===== config.mk =====
export PLATFORM = sky130hd
export DESIGN_NAME = vending_machine_logic
export DESIGN_NICKNAME = d
export VERILOG_FILES = /design/src/rtl/vending_pkg.sv /design/src/rtl/vending_machine_logic.sv
export SDC_FILE = /design/constraint.sdc
export NUM_CORES = 1
export LEC_CHECK = 0
export ABC_AREA = 1
export BUFFER_PORTS_ARGS = -buffer_cell sky130_fd_sc_hd__buf_2
export CORE_ASPECT_RATIO = 1.5
export CORE_MARGIN = 8
export CORE_UTILIZATION = 53
export CTS_BUF_LIST = sky130_fd_sc_hd__clkbuf_4 sky130_fd_sc_hd__clkbuf_8
export DETAILED_ROUTE_END_ITERATION = 12
export PLACE_DENSITY = 0.78
export SLEW_MARGIN = 0
export SYNTH_ARGS = -nofsm -noshare
export SYNTH_HDL_FRONTEND = slang
export SYNTH_SLANG_ARGS = --single-unit

===== constraint.sdc =====
create_clock -name clk_i -period 3.05 [get_ports clk_i]
set_input_delay 0.915 -clock clk_i [delete_from_list [all_inputs] [get_ports clk_i]]
set_output_delay 0.915 -clock clk_i [all_outputs]
set_load 0.005 [all_outputs]

===== src/rtl/vending_pkg.sv =====
// Shared types and pricing for the vending machine control core.
package vending_pkg;

    typedef enum logic [1:0] {
        FANTA = 2'b00,
        PEPSI = 2'b01,
        COLA  = 2'b10,
        CAMPA = 2'b11
    } drink_e;

    typedef enum logic [1:0] {
        ST_IDLE   = 2'b00,
        ST_PAY    = 2'b01,
        ST_SERVE  = 2'b10,
        ST_REFUND = 2'b11
    } state_e;

    localparam logic [5:0] PRICE_FANTA = 6'd15;
    localparam logic [5:0] PRICE_PEPSI = 6'd20;
    localparam logic [5:0] PRICE_COLA  = 6'd20;
    localparam logic [5:0] PRICE_CAMPA = 6'd10;

    localparam logic [4:0] DENOM_ONE  = 5'd1;
    localparam logic [4:0] DENOM_FIVE = 5'd5;
    localparam logic [4:0] DENOM_TEN  = 5'd10;

    function automatic logic [5:0] price_of(drink_e d);
        logic [5:0] p;
        case (d)
            FANTA:   p = PRICE_FANTA;
            PEPSI:   p = PRICE_PEPSI;
            COLA:    p = PRICE_COLA;
            default: p = PRICE_CAMPA;
        endcase
        return p;
    endfunction

endpackage


===== src/rtl/vending_machine_logic.sv =====
// Vending machine control FSM: takes a drink request, accumulates payment,
// dispenses once the price is covered and reports change or refund.
module vending_machine_logic
    import vending_pkg::*;
(
    input  logic       clk_i,
    input  logic       rst_i,
    input  logic       request_i,
    input  logic [1:0] drink_select_i,
    input  logic       payment_ones_i,
    input  logic       payment_fives_i,
    input  logic       payment_tens_i,
    output logic       ready_o,
    output logic       start_pay_o,
    output logic [1:0] drink_o,
    output logic       request_served_o,
    output logic [4:0] changes_o
);

    state_e     state_q, state_d;
    drink_e     drink_q, drink_d;
    logic [5:0] credit_q, credit_d;
    logic [4:0] change_q, change_d;

    logic [4:0] incoming;
    logic [6:0] total;
    logic [6:0] price;

    // All asserted denominations in one cycle are summed (max 16).
    assign incoming = (payment_ones_i  ? DENOM_ONE  : 5'd0)
                    + (payment_fives_i ? DENOM_FIVE : 5'd0)
                    + (payment_tens_i  ? DENOM_TEN  : 5'd0);
    assign total    = {1'b0, credit_q} + {2'b00, incoming};
    assign price    = {1'b0, price_of(drink_q)};

    always_ff @(posedge clk_i) begin
        if (rst_i) begin
            state_q  <= ST_IDLE;
            drink_q  <= FANTA;
            credit_q <= '0;
            change_q <= '0;
        end else begin
            state_q  <= state_d;
            drink_q  <= drink_d;
            credit_q <= credit_d;
            change_q <= change_d;
        end
    end

    always_comb begin
        state_d  = state_q;
        drink_d  = drink_q;
        credit_d = credit_q;
        change_d = change_q;
        case (state_q)
            ST_IDLE: begin
                if (request_i) begin
                    drink_d  = drink_e'(drink_select_i);
                    credit_d = '0;
                    state_d  = ST_PAY;
                end
            end
            ST_PAY: begin
                // A withdrawn request discards this cycle's coins and refunds prior credit.
                if (!request_i) begin
                    change_d = 5'(credit_q);
                    state_d  = ST_REFUND;
                end else if (total >= price) begin
                    change_d = 5'(total - price);
                    state_d  = ST_SERVE;
                end else begin
                    credit_d = 6'(total);
                end
            end
            ST_SERVE:  state_d = ST_IDLE;
            ST_REFUND: state_d = ST_IDLE;
            default:   state_d = ST_IDLE;
        endcase
    end

    assign ready_o          = (state_q == ST_IDLE);
    assign start_pay_o      = (state_q == ST_PAY);
    assign request_served_o = (state_q == ST_SERVE);
    assign drink_o          = (state_q == ST_SERVE) ? drink_q : 2'b00;
    assign changes_o        = (state_q == ST_SERVE || state_q == ST_REFUND) ? change_q : 5'd0;

endmodule


-- Word-level counts from Yosys, hierarchy flattened
Index checks and enable logic that the tools add are counted.
- bits in writable memories: 0
- memory bits (read-only): 0
- bits in latches: 0
- flip-flop bits (word level): 15
- memories kept: 0
- logic and storage cells: 45
- output and inout port bits: 10
- shift-type cells: 0
- bitwise gates (word level): 0
- order comparisons: 1
- multiplexer cells: 16
- divide/modulo/power cells: 0
- add/sub/neg operators: 4
- multipliers: 0
- eq/ne operators: 10
- reduce and logical (&&, ||, !) cells: 10
- operators by type and width (kind ; number):
    6-bit two-way mux ; 3
    5-bit two-way mux ; 3
    6-bit one-hot mux with 2 select lines ; 1
    5-bit one-hot mux with 2 select lines ; 1
    2-bit two-way mux ; 4
    6-bit by 5-bit adder with 7-bit output ; 1
    7-bit by 5-bit greater-or-equal comparator with 1-bit output ; 1
    2-bit equality test (second input constant) ; 3
    2-bit inequality test (second input constant) ; 3
    2-bit one-hot mux with 3 select lines ; 1
    2-bit AND reduction ; 3
    4-bit by 4-bit adder with 5-bit output ; 1
    5-bit subtractor ; 1
    1-bit by 3-bit adder with 4-bit output ; 1
    2-bit by 1-bit equality test with 1-bit output (second input constant) ; 2
    2-bit logical NOT ; 2
    4-bit two-way mux ; 1
    4-bit AND reduction ; 1
    2-bit OR reduction ; 2
    3-bit two-way mux ; 1
    3-bit by 2-bit inequality test with 1-bit output (second input constant) ; 1
    2-bit by 1-bit inequality test with 1-bit output (second input constant) ; 1
    2-bit nonzero test ; 1
    1-bit logical OR ; 1
    1-bit two-way mux ; 1

-- Logic depth before layout (Yosys ltp)
Gate-level depths: netlist (run 1).
- word-level depth: 8
- mapped depth: 20

-- Least setup slack after synthesis (run 1)
Ideal clock, no wire load.
- kind: input to register
- start: input payment_ones_i
- end: register change_q[0]
- slack: -190 ps
- library setup time: 114 ps
- arrival: 3126 ps
- stages on the path: 19
- path through: fa_1 -> inv_1 -> fa_1 -> inv_1 -> nand3_1 -> nand2_1 -> xor2_1 -> inv_1 -> ha_1 -> a21o_1 -> nor2_1 -> nand2_1 -> nor2_2 -> nand2_2 -> nand2_4 -> buf_12 -> nand3_1 -> nand2_1 -> nor2_2
- word-level cells in the longest chain between the ends: 7
- elaborated cells between the ends (all ways): 10
- classes of those cells: add/sub (4); order compare (1); eq/ne (1); mux (3); reduce/logical (1)
- RTL lines (element ; line ; RTL):
    start: declaration ; vending_machine_logic.sv:10 ; input logic payment_ones_i,
    1-bit two-way mux (*) ; vending_machine_logic.sv:30 ; assign incoming = (payment_ones_i ? DENOM_ONE : 5'd0)
    1-bit by 3-bit adder with 4-bit output (*) ; vending_machine_logic.sv:31 ; + (payment_fives_i ? DENOM_FIVE : 5'd0)
    4-bit by 4-bit adder with 5-bit output (*) ; vending_machine_logic.sv:32 ; + (payment_tens_i ? DENOM_TEN : 5'd0);
    6-bit by 5-bit adder with 7-bit output (*) ; vending_machine_logic.sv:33 ; assign total = {1'b0, credit_q} + {2'b00, incoming};
    7-bit by 5-bit greater-or-equal comparator with 1-bit output or 5-bit subtractor (tied branches) ; vending_machine_logic.sv:68, vending_machine_logic.sv:69 ;
    2-bit by 1-bit inequality test with 1-bit output (no source line) or 5-bit two-way mux (tied branches) ; - ;
    2-bit AND reduction (no source line) or 5-bit two-way mux (tied branches) ; - ;
    end signal: assignment ; vending_machine_logic.sv:46 ; change_q <= change_d;
    end: declaration ; vending_machine_logic.sv:23 ; logic [4:0] change_q, change_d;
Mark *: on every way between the ends. The rest lies on a longest branch, timed or not. The select of a mux whose other input is x is not followed.
A chain may end at the register's enable or synchronous reset.

-- Worst setup path in the final report (run 1)
- start: input payment_ones_i
- end: register change_q[1]
Same word-level chain as after synthesis.

==> qor.csv, run 1 <==
metric,value,unit
status,"complete, no violations",
final_hold_viol_count,0,
period_needed,3.02,ns
max_freq,332,MHz
leakagePower,0.939,nW
ys_seq_area_frac,0.235,
worst_setup_path_end_kind,flip-flop,
place.gp.congestion,0.934,
vias,1329,
intPower,0.617,mW
drtIter0Drc,52,
hold_path_class,reg2reg,
rsz0062_at_grt,yes,
yosys_warnings,0,
clockRootBuffer,clkbuf_4,
port_buffers,17,
drive_gt1_frac,0.332,
seq_power_share,0.237,
cts-htree-levels,1,
clk_pin_slew_worst_paths,0.10,ns
switchingPower,0.509,mW
total_power,1.13,mW
grt_pass1_vias,1250,
first_pass_iters,4,
grt_pass1_wl,4930,um
die_height,76.1,um
layout_commonest_cell,nand2_1,
start_util,0.540,
tightest_slew,0.420,ns
grt_antenna_before_repair,0,
clock_path_buffers,2,
critPathArrivalTime,3.21,ns
maxCapViolations,0,
holdBufCountCts,0,
maxSlewHeadroom,0.720,
syn_area,1280,sq um
start_kind,primary input,
period_share,0.989,
fin_skew,0.00579,ns
p_clk_frac,0.103,
hpwl,2470,um
synth_nets,213,
core_area,2370,sq um
die_w,56.1,um
design.portCount,18,
switching_share,0.452,
peakVddDrop,397,uV
syn_avg_cell_area,6.65,sq um
finalSetupTns,0,ns
final_antenna_net_count,0,
required,3.24,ns
placementRows,22,
power_frac_comb,0.660,
p_per_area,684,nW/um^2
slew_viol_final,0,
grt_max_degree,16,
synthDistinctLibCells,26,
clock-sinks,15,
clock_latency,0.28,ns
overflow,0,
dieArea,4270,sq um
synthCells,192,
numCtsBuffers,3,
setup_viol,0,
ys_ff_latch,15,
drc,0,
area_delta_synth_final,28.8,%
critical_path_class,in2reg,
fin_nets,251,
detail_route.wirelength,3160,um
worstPathMaxFanout,7,
antenna_cells,0,
cts_tree,built,
post_drt_wl_per_cell,12.5,um
layout_common_cells,"nand2_1 (46), inv_1 (31), buf_4 (20)",
grt_usage,0.135,
viasPerCell,5.25,
-- flip-flops by register name, indices dropped and copies added (netlist names) --
signal    count
drink_q       2
credit_q      6
state_q       2
change_q      5
-- worst max-delay path, stage by stage --
cell     delay [ns]
buf_6          0.09
fa_2           0.39
inv_2          0.06
fa_2           0.21
inv_2          0.05
nand3_2        0.06
nand2_2        0.06
xor2_2         0.15
inv_2          0.08
ha_4           0.20
a21o_1         0.16
nor2_2         0.13
nand2_2        0.08
nor2_4         0.14
nand2_4        0.11
nand2_4        0.13
nand3_2        0.07
nand2_1        0.08
nor2_2         0.03
-- final timing paths --
| kind | from | end | slack, ns | depth (start not counted) |
|---|---|---|---|---|
| max | payment_ones_i | change_q[1] | 0.03 | 19 |
| min | change_q[4] | change_q[4] | 0.49 | 2 |
| max reg2reg | credit_q[0] | change_q[1] | 0.30 | 18 |
| min reg2reg | change_q[4] | change_q[4] | 0.49 | 2 |
-- Yosys cell counts --
cell,count,share of area
nand3b_1,1,0.0059
o21ai_0,7,0.027
buf_2,2,0.0078
and2_1,1,0.0049
nor3_1,2,0.0078
nand3_2,4,0.031
clkinv_1,1,0.0029
inv_1,34,0.10
a21oi_1,6,0.024
nor2_1,19,0.056
a21oi_2,5,0.034
nand4_1,1,0.0049
nand2_4,1,0.0088
buf_12,1,0.016
a21o_1,1,0.0059
nor2_2,5,0.024
xor2_1,4,0.027
ha_1,10,0.098
nand2_2,2,0.0098
fa_1,3,0.047
xnor2_1,1,0.0069
nand2_1,49,0.14
buf_4,2,0.012
o21ai_1,1,0.0039
dfxtp_1,15,0.24
nand3_1,14,0.055
-- area by class of cell --
class                   count  area [sq um]
fillers                   212           722
repair buffers             37           248
multi-input cells         138           908
clock inverters             1          5.00
well taps                  24          30.0
clock buffers               3          22.5
inverters                  35           131
flip-flops and latches     15           300
-- power by group through the flow --
stage / Clock (mW) / Sequential, mW / Combinational (mW)
global route: 0.121 / 0.272 / 0.815
CTS: 0.114 / 0.267 / 0.666
global placement: 0 / 0.270 / 0.651
floorplan: 0 / 0.259 / 0.452
finish: 0.116 / 0.267 / 0.744
detailed placement: 0 / 0.273 / 0.661
-- stage by stage --
step | std cells | area (sq um) | hold WS [ns] | worst slack, ns | util
6_report | 253 | 1650 | 0.488 | 0.0345 | 0.695
5_1_grt | 253 | 1650 | 0.509 | -0.0554 | 0.695
4_1_cts | 251 | 1560 | 0.492 | 0.0123 | 0.661
3_5_place_dp | 248 | 1530 | 0.471 | -0.420 | 0.646
3_3_place_gp | 248 | 1530 | 0.465 | -0.370 | 0.646
2_1_floorplan | 192 | 1310 | 0.446 | -0.0770 | -
-- layer usage --
metal	part of all wire	wire, um	vias to the layer above	global-route usage
li1	-	-	666	-
met1	0.35	1090	594	0.119
met2	0.55	1730	59	0.273
met3	0.074	233	10	0.0267
met4	0.033	105	0	0.0580
met5	0	0	-	0
-- repair_timing --
action                                  in CTS  in global routing
endpoints found under the setup margin      13                 13
cloned                                       0                  1
pin swaps                                    8                  2
resized for setup                            4                 12
buffers inserted                             0                  1
-- cell families (layout without fill, tap and decap cells) --
kind of cell | after synthesis | in the layout | share of synthesized area
fa+ha+maj | 13 | 13 | 0.145
simple gates | 99 | 100 | 0.353
buf+inv | 40 | 76 | 0.138
flops | 15 | 15 | 0.235
xor+xnor | 5 | 5 | 0.0343
compound gates | 20 | 20 | 0.0950
Power figures use the tool's default switching activity.
==> run 2: changes to the inputs <==
--- a/config.mk
+++ b/config.mk
@@ -9,11 +9,12 @@
 export BUFFER_PORTS_ARGS = -buffer_cell sky130_fd_sc_hd__buf_2
 export CORE_ASPECT_RATIO = 1.5
 export CORE_MARGIN = 8
-export CORE_UTILIZATION = 53
-export CTS_BUF_LIST = sky130_fd_sc_hd__clkbuf_4 sky130_fd_sc_hd__clkbuf_8
+export CORE_UTILIZATION = 51
+export CTS_BUF_LIST = sky130_fd_sc_hd__clkbuf_8 sky130_fd_sc_hd__clkbuf_16
 export DETAILED_ROUTE_END_ITERATION = 12
-export PLACE_DENSITY = 0.78
-export SLEW_MARGIN = 0
+export PLACE_DENSITY = 0.75
+export REMOVE_ABC_BUFFERS = 1
+export SLEW_MARGIN = 20
 export SYNTH_ARGS = -nofsm -noshare
 export SYNTH_HDL_FRONTEND = slang
 export SYNTH_SLANG_ARGS = --single-unit
==> qor.csv, run 2 (synthesized netlist as in run 1, its figures left out) <==
metric,value,unit,change
required,3.19,ns,-0.05 ns
power_frac_comb,0.649,,-0.011
fill_cells,189,,-11%
clock-sinks,15,,unchanged
fin_nets,255,,+1.6%
core_area,2420,sq um,+2.3%
clockRootBuffer,clkbuf_8,,
grt_pass1_wl,4890,um,-0.97%
area_delta_synth_final,35.1,%,
port_buffers,17,,unchanged
slew_viol_final,0,,unchanged
period_needed,3.04,ns,+0.0244 ns
leakagePower,0.959,nW,+2.1%
clock_latency,0.25,ns,-0.03 ns
largest_register_ffs,6,,unchanged
top_register,credit_q,,
numCtsBuffers,3,,unchanged
tightest_slew,0.422,ns,+0.00143 ns
vias,1315,,-1.1%
hpwl,2340,um,-5.2%
cts_tree,built,,
switching_share,0.435,,-0.0167
top_regs,"credit_q x6, change_q x5",,
p_per_area,708,nW/um^2,+3.4%
max_freq,329,MHz,-0.80%
layout_commonest_cell,nand2_1,,
grt_antenna_before_repair,0,,unchanged
overflow,0,,unchanged
fin_cells,257,,+1.6%
rsz0062_at_grt,yes,,
grt_use_met2,0.260,,-0.0129
place_inst,248,,unchanged
viasPerCell,5.12,,-2.6%
placementRows,22,,unchanged
fin_skew,0.00377,ns,-0.00202 ns
grt_usage,0.134,,-0.000936
clk_pin_slew_worst_paths,0.06,ns,-0.04 ns
detail_route.wirelength,3250,um,+2.8%
drtIter0Drc,31,,-40%
layout_common_cells,"nand2_1 (46), inv_1 (32), buf_4 (24)",,
start_util,0.527,,-0.0123
worstPathMaxFanout,8,,+1
first_pass_iters,4,,unchanged
period_share,0.997,,+0.00800
grt_use_met1,0.119,,about the same
start_kind,primary input,,
final_hold_viol_count,0,,unchanged
p_clk_frac,0.132,,+0.029
status,"complete, no violations",,
intPower,0.690,mW,+12%
grt_pass1_vias,1229,,-1.7%
worst_setup_path_end_kind,flip-flop,,
switchingPower,0.532,mW,+4.5%
dieArea,4400,sq um,+2.9%
multiInputGateArea,946,sq um,+4.1%
final_util,0.712,,+0.0173
design.portCount,18,,unchanged
peakVddDrop,406,uV,+2.2%
drive_gt1_frac,0.343,,+0.0115
antenna_cells,0,,unchanged
setup_viol,0,,unchanged
critPathArrivalTime,3.18,ns,-0.03 ns
post_drt_wl_per_cell,12.7,um,+1.2%
holdBufCountCts,0,,unchanged
final-seq-area,300,sq um,unchanged
final_antenna_net_count,0,,unchanged
maxCapViolations,0,,unchanged
die_height,77.3,um,+1.5%
die_w,56.9,um,+1.4%
grt_use_met3,0.0428,,+0.0162
drc,0,,unchanged
place.gp.congestion,0.835,,-11%
maxSlewHeadroom,0.719,,-0.000956
hold_path_class,reg2reg,,
clock_path_buffers,2,,unchanged
critical_path_class,in2reg,,
seq_power_share,0.220,,-0.017
busiest_layer,met2,,
cts-htree-levels,1,,unchanged
grt_max_degree,15,,-1
[run 2: changes by cell type in the layout (fill, tap and decap cells not counted), sizes merged]
cell,previous run,this run
buf,37,41
[run 2: final cells by class]
type                            count  area share
Clock buffer                        3      0.0239
Clock inverter                      1     0.00290
Inverter                           35      0.0761
Multi-Input combinational cell    138       0.548
Sequential cell                    15       0.174
Tap cell                           24      0.0174
Timing Repair Buffer               41       0.157
[run 2: layer usage]
metal / part of all wire / vias up
met1: 0.37 / 602
met2: 0.56 / 28
met3: 0.051 / 6
li1: - / 679
met5: 0 / -
met4: 0.021 / 0
[run 2: metrics by stage]
stage	worst slack (ns)	power (mW)	hold WS, ns	setup TNS (ns)	area [sq um]
global route	-0.120	1.31	0.503	-0.993	1730
detailed placement	-0.399	0.894	0.474	-4.59	1500
finish	0.0100	1.22	0.485	0	1730
global placement	-0.344	0.886	0.465	-3.95	1500
CTS	0.00491	1.15	0.487	0	1630
floorplan	-0.169	0.667	0.448	-1.59	1230
[run 2: final timing paths]
path | slack, ns | end | cells past startpoint | from
setup / recovery | 0.01 | credit_q[2] | 19 | payment_fives_i
hold / removal | 0.49 | change_q[4] | 2 | change_q[4]
setup reg to reg | 0.34 | credit_q[2] | 18 | credit_q[0]
hold reg to reg | 0.49 | change_q[4] | 2 | change_q[4]
[run 2: critical path, cell delays in order]
cell and delay, ns:
buf_6 0.10, fa_2 0.38, inv_2 0.07, fa_2 0.20
inv_2 0.05, nand3_2 0.05, nand2_1 0.06, xor2_1 0.15
inv_1 0.10, ha_4 0.25, a21o_1 0.16, nor2_1 0.08
nand2_1 0.09, nor2_4 0.13, nand2_4 0.11, nand2_8 0.11
nand3_1 0.08, nand2_1 0.07, nor2_1 0.05
[run 2: power by group through the flow]
| stage | logic (mW) | clock network (mW) | registers [mW] |
|---|---|---|---|
| after global placement | 0.615 | 0 | 0.271 |
| after global routing | 0.864 | 0.173 | 0.273 |
| final | 0.792 | 0.161 | 0.268 |
| after detailed placement | 0.622 | 0 | 0.272 |
| after floorplan | 0.406 | 0 | 0.261 |
| after CTS | 0.723 | 0.164 | 0.268 |
[run 2: repair_timing]
action,CTS,global route
setup buffers,2,2
setup endpoints to repair,12,13
pin swaps,6,13
cloned,1,0
resized for setup,11,14
==> run 3: changes to the inputs <==
--- a/config.mk
+++ b/config.mk
@@ -7,12 +7,14 @@
 export LEC_CHECK = 0
 export ABC_AREA = 1
 export BUFFER_PORTS_ARGS = -buffer_cell sky130_fd_sc_hd__buf_2
+export CELL_PAD_IN_SITES_DETAIL_PLACEMENT = 2
+export CELL_PAD_IN_SITES_GLOBAL_PLACEMENT = 2
 export CORE_ASPECT_RATIO = 1.5
 export CORE_MARGIN = 8
-export CORE_UTILIZATION = 51
+export CORE_UTILIZATION = 28
 export CTS_BUF_LIST = sky130_fd_sc_hd__clkbuf_8 sky130_fd_sc_hd__clkbuf_16
 export DETAILED_ROUTE_END_ITERATION = 12
-export PLACE_DENSITY = 0.75
+export PLACE_DENSITY_LB_ADDON = 0.1
 export REMOVE_ABC_BUFFERS = 1
 export SLEW_MARGIN = 20
 export SYNTH_ARGS = -nofsm -noshare
==> qor.csv, run 3 (synthesized netlist as in run 1, its figures left out) <==
metric,value,unit,change
p_per_area,722,nW/um^2,+2.0%
grt_pass1_wl,7610,um,+56%
violations,setup timing,,
slew_viol_final,0,,unchanged
top_regs,"credit_q x6, change_q x5",,
period_share,1.03,,+0.0363
area_delta_synth_final,40.5,%,
dieArea,7020,sq um,+60%
port_buffers,17,,unchanged
placementRows,30,,+36%
final_hold_viol_count,0,,unchanged
grt_max_degree,15,,unchanged
largest_register_ffs,6,,unchanged
clock_latency,0.26,ns,about the same
final_antenna_net_count,0,,unchanged
start_kind,primary input,,
die_height,98.7,um,+28%
hold_path_class,reg2reg,,
tightest_slew,0.496,ns,+0.0742 ns
worst_setup_path_end_kind,flip-flop,,
clock_path_buffers,2,,unchanged
max_freq,317,MHz,-3.5%
holdBufCountCts,0,,unchanged
min_from,change_q[4],,
fin_skew,0.0118,ns,+0.00805 ns
r2r_start,credit_q[0],,
grt_usage,0.138,,+0.00360
top_register,credit_q,,
clockRootBuffer,clkbuf_8,,
clock-sinks,15,,unchanged
fin_nets,257,,+0.78%
place_inst,275,,+11%
die_w,71.2,um,+25%
drc,0,,unchanged
required,3.25,ns,+0.06 ns
design.portCount,18,,unchanged
final_util,0.402,,-0.311
period_needed,3.15,ns,+0.111 ns
antenna_cells,0,,unchanged
layout_commonest_cell,nand2_1,,
numCtsBuffers,3,,unchanged
cts-htree-levels,1,,unchanged
viasPerCell,4.83,,-5.7%
place.gp.congestion,0.817,,-2.2%
critPathArrivalTime,3.35,ns,+0.17 ns
layout_common_cells,"nand2_1 (47), inv_1 (32), buf_4 (24)",,
worstPathMaxFanout,3,,-5
hpwl,3670,um,+57%
grt_pass1_vias,1565,,+27%
overflow,0,,unchanged
maxCapViolations,0,,unchanged
leakagePower,0.992,nW,+3.4%
maxSlewHeadroom,0.669,,-0.0495
reg2regPathDepth,20,,+2
detail_route.wirelength,4630,um,+42%
fin_cells,283,,+10%
vias,1366,,+3.9%
final-seq-area,300,sq um,unchanged
critical_path_class,in2reg,,
clk_pin_slew_worst_paths,0.06,ns,about the same
fin_hold_ws,0.500,ns,+0.0145 ns
hold_path_depth,2,,unchanged
setup_viol,11,,+11
min_to,change_q[4],,
core_area,4470,sq um,+84%
status,"finished, violations left",,
rsz0062_at_grt,yes,,
fill_cells,539,,+190%
peakVddDrop,255,uV,-37%
cts_tree,built,,
post_drt_wl_per_cell,16.4,um,+29%
grt_antenna_before_repair,0,,unchanged
drive_gt1_frac,0.370,,+0.0269
multiInputGateArea,956,sq um,+1.1%
timing.final.ws_setup,-0.101,ns,-0.111 ns
first_pass_iters,3,,-1
start_util,0.286,,-0.241
rrSetupSlack,0.20,ns,-0.14 ns
rr_endpoint,state_q[0],,
drtIter0Drc,27,,-13%
==> run 3: per-stage QoR <==
stage	power (mW)	setup slack (ns)	area (sq um)	setup TNS [ns]
2_1_floorplan	0.667	-0.169	1230	-1.59
3_3_place_gp	0.935	-0.487	1550	-5.90
3_5_place_dp	0.980	-0.570	1550	-6.85
4_1_cts	1.28	-0.115	1740	-0.968
5_1_grt	1.41	-0.257	1790	-2.49
6_report	1.30	-0.101	1790	-0.663
==> run 3: metal layers <==
layer  GRT usage  up-vias  wire length (um)  part of all wire
met1       0.123      664              1570              0.34
met3      0.0213        6               155             0.033
met4      0.0435        0                70             0.015
met5           0        -                 0                 0
li1            -      678                 -                 -
met2       0.290       18              2840              0.61
==> run 3: worst max-delay path: stages <==
cell	delay (ns)
buf_6	0.10
fa_2	0.39
inv_2	0.06
fa_2	0.20
inv_2	0.04
nand3_2	0.05
nand2_1	0.06
xor2_1	0.14
inv_1	0.11
ha_4	0.23
a21o_1	0.18
nor2_1	0.12
nand2_1	0.11
nor2_4	0.14
nand2_4	0.11
buf_6	0.13
nand2_2	0.04
nand2_1	0.05
nand2_1	0.06
nand2_1	0.05
inv_1	0.06
==> run 3: layout make-up <==
type	instances	area share
Timing Repair Buffer	43	0.167
Multi-Input combinational cell	138	0.533
Sequential cell	15	0.167
Inverter	35	0.0732
Clock inverter	1	0.00279
Tap cell	48	0.0335
Clock buffer	3	0.0230
==> run 3: report_power, final <==
group | leakage (nW) | switching, mW | internal, mW | total [mW]
Clock | 0.0255 | 0.0770 | 0.0906 | 0.168
Sequential | 0.123 | 0.0377 | 0.233 | 0.271
Combinational | 0.843 | 0.464 | 0.393 | 0.857
Total | 0.992 | 0.579 | 0.717 | 1.30
==> run 3: repair_timing <==
action | in CTS | in global routing
pin swaps | 13 | 10
setup endpoints to repair | 13 | 13
resized for setup | 24 | 6
gates cloned | 1 | 0
setup buffers | 2 | 1
==> run 3: worst max path at each step <==
stage,slack [ns],startpoint,cells after the start,to
2_1_floorplan,-0.17,payment_ones_i,18,credit_q[1]
3_3_place_gp,-0.49,payment_fives_i,16,change_q[4]
3_5_place_dp,-0.57,payment_fives_i,17,change_q[0]
4_1_cts,-0.12,payment_fives_i,21,state_q[0]
5_1_grt,-0.26,payment_ones_i,21,state_q[0]
6_report,-0.10,payment_ones_i,21,state_q[0]
